==> src/rtl/oneshot_pkg.sv <==
// Oneshot counter shared types.
// Default sizes and the step decode.
package oneshot_pkg;

  localparam int DEF_WIDTH = 4;
  localparam int DEF_SYNC  = 2;

  typedef enum logic [1:0] {
    STEP_HOLD = 2'b00,
    STEP_UP   = 2'b01,
    STEP_DN   = 2'b10
  } step_e;

  // Both pulses together cancel out.
  function automatic step_e step_of(
    input logic up,
    input logic dn
  );
    step_e s;
    s = STEP_HOLD;
    if (up && !dn) s = STEP_UP;
    if (dn && !up) s = STEP_DN;
    return s;
  endfunction

endpackage

==> src/rtl/oneshot_edge.sv <==
// Input synchronizer plus rising-edge
// one-shot detector.
module oneshot_edge #(
  parameter int SYNC_STAGES = 2
) (
  input  logic clk,
  input  logic reset,
  input  logic din,
  output logic pulse
);

  localparam int NS =
    (SYNC_STAGES < 2) ? 2 : SYNC_STAGES;

  logic [NS-1:0] sync;
  logic          hist;

  // Shift the async level into the clk domain.
  always_ff @(posedge clk or negedge reset) begin
    if (!reset) begin
      sync <= '0;
    end else begin
      sync <= {sync[NS-2:0], din};
    end
  end

  // Remember last synchronized level.
  always_ff @(posedge clk or negedge reset) begin
    if (!reset) begin
      hist <= 1'b0;
    end else begin
      hist <= sync[NS-1];
    end
  end

  assign pulse = sync[NS-1] & ~hist;

endmodule

==> src/rtl/oneshot.sv <==
// Up/down counter driven by two
// debounced-edge one-shot inputs.
module oneshot
  import oneshot_pkg::*;
#(
  parameter int WIDTH       = DEF_WIDTH,
  parameter int SYNC_STAGES = DEF_SYNC
) (
  input  logic             clk,
  input  logic             reset,
  input  logic             ln0,
  input  logic             ln1,
  output logic [WIDTH-1:0] dataout
);

  localparam logic [WIDTH-1:0] ONE = 1;

  logic  up;
  logic  dn;
  step_e step;

  oneshot_edge #(
    .SYNC_STAGES(SYNC_STAGES)
  ) u_up (
    .clk  (clk),
    .reset(reset),
    .din  (ln0),
    .pulse(up)
  );

  oneshot_edge #(
    .SYNC_STAGES(SYNC_STAGES)
  ) u_dn (
    .clk  (clk),
    .reset(reset),
    .din  (ln1),
    .pulse(dn)
  );

  assign step = step_of(up, dn);

  // Count modulo 2^WIDTH on each step.
  always_ff @(posedge clk or negedge reset) begin
    if (!reset) begin
      dataout <= '0;
    end else begin
      unique case (step)
        STEP_UP: dataout <= dataout + ONE;
        STEP_DN: dataout <= dataout - ONE;
        default: dataout <= dataout;
      endcase
    end
  end

endmodule

==> config.mk <==
export PLATFORM = sky130hd
export DESIGN_NAME = oneshot
export DESIGN_NICKNAME = d
export VERILOG_FILES = /design/src/rtl/oneshot_pkg.sv /design/src/rtl/oneshot_edge.sv /design/src/rtl/oneshot.sv
export SDC_FILE = /design/constraint.sdc
export NUM_CORES = 1
export LEC_CHECK = 0
export ABC_CLOCK_PERIOD_IN_PS = 5100
export BUFFER_PORTS_ARGS = -buffer_cell sky130_fd_sc_hd__buf_2
export CORE_AREA = 2 2 39 41
export CTS_BUF_LIST = sky130_fd_sc_hd__clkbuf_4 sky130_fd_sc_hd__clkbuf_8 sky130_fd_sc_hd__clkbuf_16
export DETAILED_ROUTE_END_ITERATION = 7
export DIE_AREA = 0 0 41 43
export GPL_ROUTABILITY_DRIVEN = 0
export PLACE_DENSITY = 0.49
export REMOVE_ABC_BUFFERS = 1
export SLEW_MARGIN = 40
export SYNTH_ARGS = -nofsm -noshare
export SYNTH_HDL_FRONTEND = slang
export SYNTH_SLANG_ARGS = --single-unit
==> constraint.sdc <==
create_clock -name clk -period 5.1 [get_ports clk]
set_input_delay 0.51 -clock clk [delete_from_list [all_inputs] [get_ports clk]]
set_output_delay 0.51 -clock clk [all_outputs]
set_load 0.05 [all_outputs]
### After elaboration in Yosys (flattened, before gate mapping)

Index checks and enable logic that the tools add are counted.

* eq/ne operators: 2
* $add $sub $neg: 2
* muxes and demuxes: 3
* reductions and logical operators: 5
* bitwise gates (word level): 4

Operators with widths (number)
* 4-bit case mux with 2 select lines: 1
* 4-bit by 1-bit adder with 4-bit output (second input constant): 1
* 4-bit by 1-bit subtractor with 4-bit output (second input constant): 1
* 1-bit AND: 2
* 2-bit by 1-bit equality test with 1-bit output (second input constant): 1
* 2-bit equality test (second input constant): 1
* 1-bit logical AND: 2
* 1-bit logical NOT: 2
* 2-bit 2-to-1 mux: 1
* 1-bit NOT: 2
* 2-bit nonzero test: 1
* 1-bit 2-to-1 mux: 1

* output and inout port bits: 4
* input port bits: 4
* logic and storage cells: 21
* flip-flop bits (word level): 10

### Depth between registers and ports, before layout

Gate-level depths: netlist of run 1.

* depth in word-level cells: 8
* mapped depth: 8

### Modules after synthesis

Synthesis of run 1 repeated with hierarchy kept, for this count alone.

* cell total of the unflattened synthesis: 31
* area total of the unflattened synthesis: 429.2 um^2

By module, submodules not included
* oneshot: cells each 23, area an instance 251.5 um^2, instances 1, sequential area each 100.1 um^2
* oneshot_edge: cells each 4, area an instance 88.8 um^2, instances 2, sequential area each 75.1 um^2

### Worst setup path after synthesis of run 1

No wires, ideal clock.

* kind: reg2reg
* from: reg u_up.hist
* to: reg dataout[2]
* path slack: 3.390 ns
* cell stages (with the launch flop): 9
* arrival time: 1.565 ns
* required time: 4.955 ns
* library setup time: 0.145 ns
* clock period less this slack: 1.710 ns
* path through: dfrtp_1 -> nand2b_1 -> ha_1 -> xor2_1 -> ha_1 -> a21oi_1 -> xor2_1 -> nor2_1 -> xor2_1

* word-level cells in the longest chain between the ends: 7

RTL lines
* start, declared: RTL line oneshot_edge.sv:16 `logic hist;`
* start signal, assigned: RTL line oneshot_edge.sv:32 `hist <= sync[NS-1];`
* 1-bit NOT *: RTL line oneshot_edge.sv:36 `assign pulse = sync[NS-1] & ~hist;`
* 1-bit AND *: RTL line oneshot_edge.sv:36
* 1-bit logical AND / 1-bit logical NOT (equally long branches): RTL line oneshot_pkg.sv:21, oneshot_pkg.sv:22
* 1-bit 2-to-1 mux / 1-bit logical AND (equally long branches): RTL line oneshot_pkg.sv:21, oneshot_pkg.sv:22
* 2-bit 2-to-1 mux *: RTL line oneshot_pkg.sv:22 `if (dn && !up) s = STEP_DN;`
* 2-bit equality test / 2-bit by 1-bit equality test with 1-bit output (equally long branches): RTL line oneshot.sv:47 `unique case (step)`
* 4-bit case mux with 2 select lines / 2-bit nonzero test (equally long branches)
* end signal, assigned: RTL line oneshot.sv:48 `STEP_UP: dataout <= dataout + ONE;`
* end signal, assigned: RTL line oneshot.sv:49 `STEP_DN: dataout <= dataout - ONE;`
* end signal, assigned: RTL line oneshot.sv:50 `default: dataout <= dataout;`
* end, declared: RTL line oneshot.sv:13 `output logic [WIDTH-1:0] dataout`

Mark *: on every way between the ends. The rest lies on a longest branch, timed or not.
A chain may end at the register's enable or synchronous reset.

### Final worst setup path of run 1

Same ends and word-level chain as after synthesis.

==> results of run 1 <==
==> power by group <==
group | total [W] | switching [W] | internal (W)
registers | 0.000120 | 0.0000215 | 0.0000987
logic | 0.000131 | 0.0000868 | 0.0000444
clock network | 0.0000687 | 0.0000254 | 0.0000432
==> worst paths after layout <==
kind,cells past startpoint,endpoint,slack [ns]
setup / recovery,8,dataout[2]$_DFFE_PN0P_,3.33
hold / removal,1,dataout[3]$_DFFE_PN0P_,0.09
setup reg to reg,8,dataout[2]$_DFFE_PN0P_,3.33
hold reg to reg,0,u_up.sync[1]$_DFF_PN0_,0.35
max in group asynchronous,1,u_dn.hist$_DFF_PN0_,4.81
min in group clk,0,u_up.sync[1]$_DFF_PN0_,0.35
==> stage by stage <==
| step | hold slack [ns] | cells |
|---|---|---|
| 5_1_grt | 0.0822 | 57 |
| 4_1_cts | 0.0862 | 57 |
| 3_3_place_gp | 0.333 | 53 |
| 2_1_floorplan | 0.214 | 30 |
| 3_5_place_dp | 0.336 | 53 |
| 6_report | 0.0935 | 57 |
==> area by class of cell <==
| class | count | area [µm²] | area share, % |
|---|---|---|---|
| sequential | 10 | 250 | 48.9 |
| timing repair buffer | 7 | 35.0 | 6.85 |
| clock buffer | 4 | 36.3 | 7.09 |
| tap | 16 | 20.0 | 3.91 |
| multi-input combinational | 20 | 170 | 33.3 |
==> critical path, stage by stage (launching register included) <==
cell      delay [ns]
dfrtp_1         0.35
nand2b_1        0.16
ha_1            0.27
xor2_1          0.18
ha_1            0.19
a21oi_1         0.15
xor2_1          0.15
nor2_1          0.07
xor2_1          0.14
==> logic make-up after synthesis <==
group,share of synthesized area [%]
flip-flops,59.5
AO/OA/AOI/OAI,5.95
XOR/XNOR,10.4
adder cells (fa/ha/maj),8.93
AND/OR/NAND/NOR,12.5
multiplexers,2.68
==> state kept, by name, summed over array words and instances (netlist names) <==
name and count:
u_up.hist 1, u_dn.sync 2, u_up.sync 2, u_dn.hist 1, dataout 4
==> metal layers <==
layer	vias up	GRT usage (%)
li1	126	-
met1	128	13.2
met2	5	11.9
met3	0	3.14
met4	0	10.0
met5	-	0
==> cell usage in the layout (no fill, tap or decap), drive strengths merged <==
| cell type | instances |
|---|---|
| dfrtp | 10 |
| buf | 7 |
| xor2 | 4 |
| clkbuf | 4 |
| ha | 3 |
| a21oi | 2 |
| nor2b | 2 |
| and2b | 2 |
| nand2b | 1 |
| mux2 | 1 |
| xnor2 | 1 |
| a31oi | 1 |
| or3 | 1 |
| o32ai | 1 |
| nor2 | 1 |
==> results.toml, run 1 <==
[timing]
layout_min_cycle_time_ns = 1.77
finalSetupViolations = 0
max_slew_margin_pct = 79.2
fin_crit_sh_pct = 34.8
finalHoldViolCount = 0
worst_pin_slew_ns = 0.312
setup_slack_ns = 3.33
fmax_mhz = 564
finalClockSkew_ns = 0.00704
rsz0062_at_grt = "false"
drv_slew = 0
fin_setup_tns_ns = 0

[floorplan]
num_io_pins = 8
rows = 14
start_util_pct = 30.4
die_x_um = 41
die_area_um2 = 1760
core-area_um2 = 1380
dieHeight_um = 43

[detailed_routing]
drt-met1-wl_um = 272
vias = 259
wl_per_cell_um = 10.6
routed.top_layer = "met3"
wl_met2_um = 300
routed_wl_um = 604
ant_nets = 0
drtPass1Iterations = 1
via_per_inst = 4.54
dr_wl_met3_um = 31
drc_errors = 0
drt_iter0_drc = 0

[setup_path]
required_ns = 5.25
criticalPathCategory = "reg2reg"
critical_path_peak_fanout = 4
worstPathArrival_ns = 1.92
crit_start = "u_up.hist$_DFF_PN0_"
r2r-start = "u_up.hist$_DFF_PN0_"
cp-end-kind = "register"
critPathLaunchType = "register"

[logic_synthesis]
synth.most_common_cell = "dfrtp_1"
synthDominantCellAreaShare_pct = 59.5
synth_cells = 30
async_flop_share_pct = 100
synth_ff_type = "dfrtp_1"
ys_ff_latch = 10
synth_commonest_cells = "dfrtp_1, xor2_1, ha_1, a21oi_1"
yosys_warnings = 0
synth.distinct_cells = 15
synth_edf_count = 0
syn_avg_cell_area_um2 = 14.0
synth_area_um2 = 420
synth-seq-area-share_pct = 59.5
synth_largest_area_cell = "dfrtp_1"
synthTopCellsByArea = "dfrtp_1, ha_1, xor2_1, nor2b_4, mux2_2"

[global_route]
grt_util_all_layers_pct = 10.0
gr-total-overflow = 0
grt_antenna_before_repair = 0
grt_max_degree = 11
grt_first_pass_wirelength_um = 1100
grt_pass1_vias = 246

[cells_and_area]
fin_nets = 49
drive_gt1_share_pct = 34.1
final_cell_area_um2 = 512
n_antenna_cell = 0
fillCellCount = 139
synthToLayoutAreaGrowth_pct = 21.7
fin_util_pct = 37.0

[clocking]
cts.repair.resized = 0
cts_setup_buffers = 0
cts_tree = "yes"
cts.sinks = 10
clock_latency_ns = 0.26
cts.clk_slew.worst_paths_ns = 0.07
cts.hold.buffers_added = 0
cts_root_buf = "clkbuf_4"
clockBufferDepth = 2
htree_num_levels = 1
cts_buffers = 3

[place]
port_buffers = 7
place_area_um2 = 475
pre_cts_ws_ns = 3.32
dpl.hpwl_um = 455

[power]
cellLeakagePower_nw = 0.247
powerDensity_nw_per_um2 = 626
ir_drop_mv = 0.192
fin_total_pwr_w = 0.000320

[outcome]
status = "complete, no violations"

[worst_hold_path]
hp-class = "in2async"

[job]
drv_cap = 0
Note: power is estimated with default switching activity, not from simulation.
==> run 2, diff against run 1 <==
- ABC_AREA: not set -> 1
- ABC_CLOCK_PERIOD_IN_PS: 5100 -> 1500
- PLACE_DENSITY: 0.49 -> 0.54
- clock period: 5.1 -> 1.5 ns (I/O delays scaled with it)
==> results.toml, run 2 <==
[outcome]
status = "complete, no violations"

[detailed_routing]
drt_iter0_drc = 3
ant_nets = 0
routed_wl_um = 752
vias = 331
via_per_inst = 4.09
drc_errors = 0
wl_per_cell_um = 9.28
drtPass1Iterations = 3

[timing]
finalSetupViolations = 0
rsz0062_at_grt = "true"
fin_crit_sh_pct = 99.4
setup_slack_ns = 0.00865
worst_pin_slew_ns = 0.290
max_slew_margin_pct = 80.7
drv_slew = 0
finalClockSkew_ns = 0.00381
fin_setup_tns_ns = 0
fmax_mhz = 671
layout_min_cycle_time_ns = 1.49
hold-worst-slack_ns = 0.271
finalHoldViolCount = 0

[logic_synthesis]
async_flop_share_pct = 100
syn_avg_cell_area_um2 = 9.98
synth_area_um2 = 449
synth_ff_type = "dfrtp_1"
synth.distinct_cells = 15
synth_cells = 45
ys_ff_latch = 10
yosys_warnings = 0
synth_largest_area_cell = "dfrtp_1"
synth_edf_count = 0
synth-seq-area-share_pct = 55.7
synthDominantCellAreaShare_pct = 55.7
synthTopCellsByArea = "dfrtp_1, nand2_1, ha_1, inv_1, xnor2_1"
synth_commonest_cells = "nand2_1, dfrtp_1, inv_1, ha_1"
synth.most_common_cell = "nand2_1"

[floorplan]
dieHeight_um = 43
start_util_pct = 32.5
rows = 14
num_io_pins = 8
die_area_um2 = 1760
core-area_um2 = 1380
die_x_um = 41

[clocking]
cts_root_buf = "clkbuf_4"
clockBufferDepth = 2
cts.sinks = 10
cts_buffers = 3
htree_num_levels = 1
cts_tree = "yes"
clock_latency_ns = 0.26
cts.clk_slew.worst_paths_ns = 0.06

[cells_and_area]
fin_nets = 73
regArea_um2 = 250
fin_util_pct = 50.4
multi_input_area_um2 = 254
synthToLayoutAreaGrowth_pct = 55.2
drive_gt1_share_pct = 52.3
fillCellCount = 140
stdcell_count = 81
top_regs = "dataout (4), u_dn.sync (2), u_up.sync (2)"
final_cell_mix = "nand2_1, dfrtp_1, buf_2"
largest_reg_flops = 4
largest-register = "dataout"
n_antenna_cell = 0

[global_route]
grt_antenna_before_repair = 0
gr-total-overflow = 0
grt_max_degree = 11
grt_first_pass_wirelength_um = 1180
grt_util_all_layers_pct = 10.4
grt_pass1_vias = 318

[power]
p_seq_share_pct = 34.8
cellLeakagePower_nw = 0.344
powerDensity_nw_per_um2 = 1780
comb_power_share_pct = 46.6
sw_frac_of_total_pct = 43.9
p_int_w = 0.000697
power.share.clock_pct = 18.6
ir_drop_mv = 0.879
switchingPower_w = 0.000545

[job]
drv_cap = 0

[setup_path]
rrSetupSlack_ns = 0.009
reg2regPathDepth = 9
worstPathArrival_ns = 1.63
cp-end-kind = "register"
critical_path_peak_fanout = 3
critPathLaunchType = "register"
criticalPathCategory = "reg2reg"
required_ns = 1.64

[worst_hold_path]
hp-class = "in2async"

[place]
port_buffers = 7
dpl.hpwl_um = 543
pre_cts_ws_ns = -0.115
dpl.cell_count = 73
## run 2: changes by cell type after synthesis, sizes merged, moves of 2 or more
cell / before / now
xor2: 4 / 1
nor2: 1 / 3
nor2b: 2 / 0
o21ai: 0 / 2
nand3: 0 / 3
nand2: 0 / 13
inv: 0 / 7
and2b: 2 / 0
## run 2: cell type report
class / instances / share of cell area [%]
timing repair buffer: 16 / 15.8
sequential: 10 / 35.9
tap: 16 / 2.87
clock buffer: 4 / 5.21
multi-input combinational: 28 / 36.4
inverter: 7 / 3.77
## run 2: final timing paths
check / endpoint / start
worst max-delay path: dataout[2]$_DFFE_PN0P_ / u_dn.hist$_DFF_PN0_
worst min-delay path: u_up.sync[0]$_DFF_PN0_ / reset
worst max register to register: dataout[2]$_DFFE_PN0P_ / u_dn.hist$_DFF_PN0_
worst min register to register: u_up.sync[1]$_DFF_PN0_ / u_up.sync[0]$_DFF_PN0_
max in group asynchronous: dataout[3]$_DFFE_PN0P_ / reset
min in group clk: u_up.sync[1]$_DFF_PN0_ / u_up.sync[0]$_DFF_PN0_
## run 2: power by group through the flow
stage | clock [W] | sequential, W | combinational, W
2_1_floorplan | 0 | 0.000581 | 0.000200
3_3_place_gp | 0 | 0.000405 | 0.000499
3_5_place_dp | 0 | 0.000410 | 0.000504
4_1_cts | 0.000243 | 0.000417 | 0.000541
5_1_grt | 0.000256 | 0.000442 | 0.000637
6_report | 0.000231 | 0.000432 | 0.000579
## run 2: critical path, stage by stage (launching register included)
cell and delay, ns:
dfrtp_1 0.40, nor2_4 0.14, ha_4 0.17, nand2_2 0.05
inv_2 0.08, nor2_4 0.04, ha_4 0.15, a21oi_4 0.11
xor2_1 0.16, o21ai_1 0.07
## run 2: metrics by stage
step,total power (W),area [µm²]
2_1_floorplan,0.000781,449
3_3_place_gp,0.000904,542
3_5_place_dp,0.000914,542
4_1_cts,0.00120,639
5_1_grt,0.00133,697
6_report,0.00124,697
## run 2: logic make-up (layout without fill, tap and decap cells)
logic type | after synthesis | after routing | synth area share [%]
buffers and inverters | 7 | 27 | 5.85
AO/OA/AOI/OAI | 3 | 3 | 4.18
XOR/XNOR | 3 | 3 | 5.85
AND/OR/NAND/NOR | 19 | 19 | 20.1
adder cells (fa/ha/maj) | 3 | 3 | 8.36
flip-flops | 10 | 10 | 55.7
## run 2: per-layer routing
| metal | vias up | routed length [µm] | track usage [%] |
|---|---|---|---|
| met5 | - | 0 | 0 |
| met4 | 0 | 19 | 12.0 |
| met3 | 2 | 10 | 0 |
| met2 | 4 | 376 | 15.3 |
| met1 | 150 | 344 | 12.0 |
| li1 | 175 | - | - |
## run 2: repair_timing
action | in CTS | in global routing
pin swaps | 4 | 4
endpoints found under the hold margin | 12 | 0
resized for setup | 6 | 12
hold buffers | 3 | 0
setup buffers | 1 | 0
setup endpoints to repair | 1 | 2
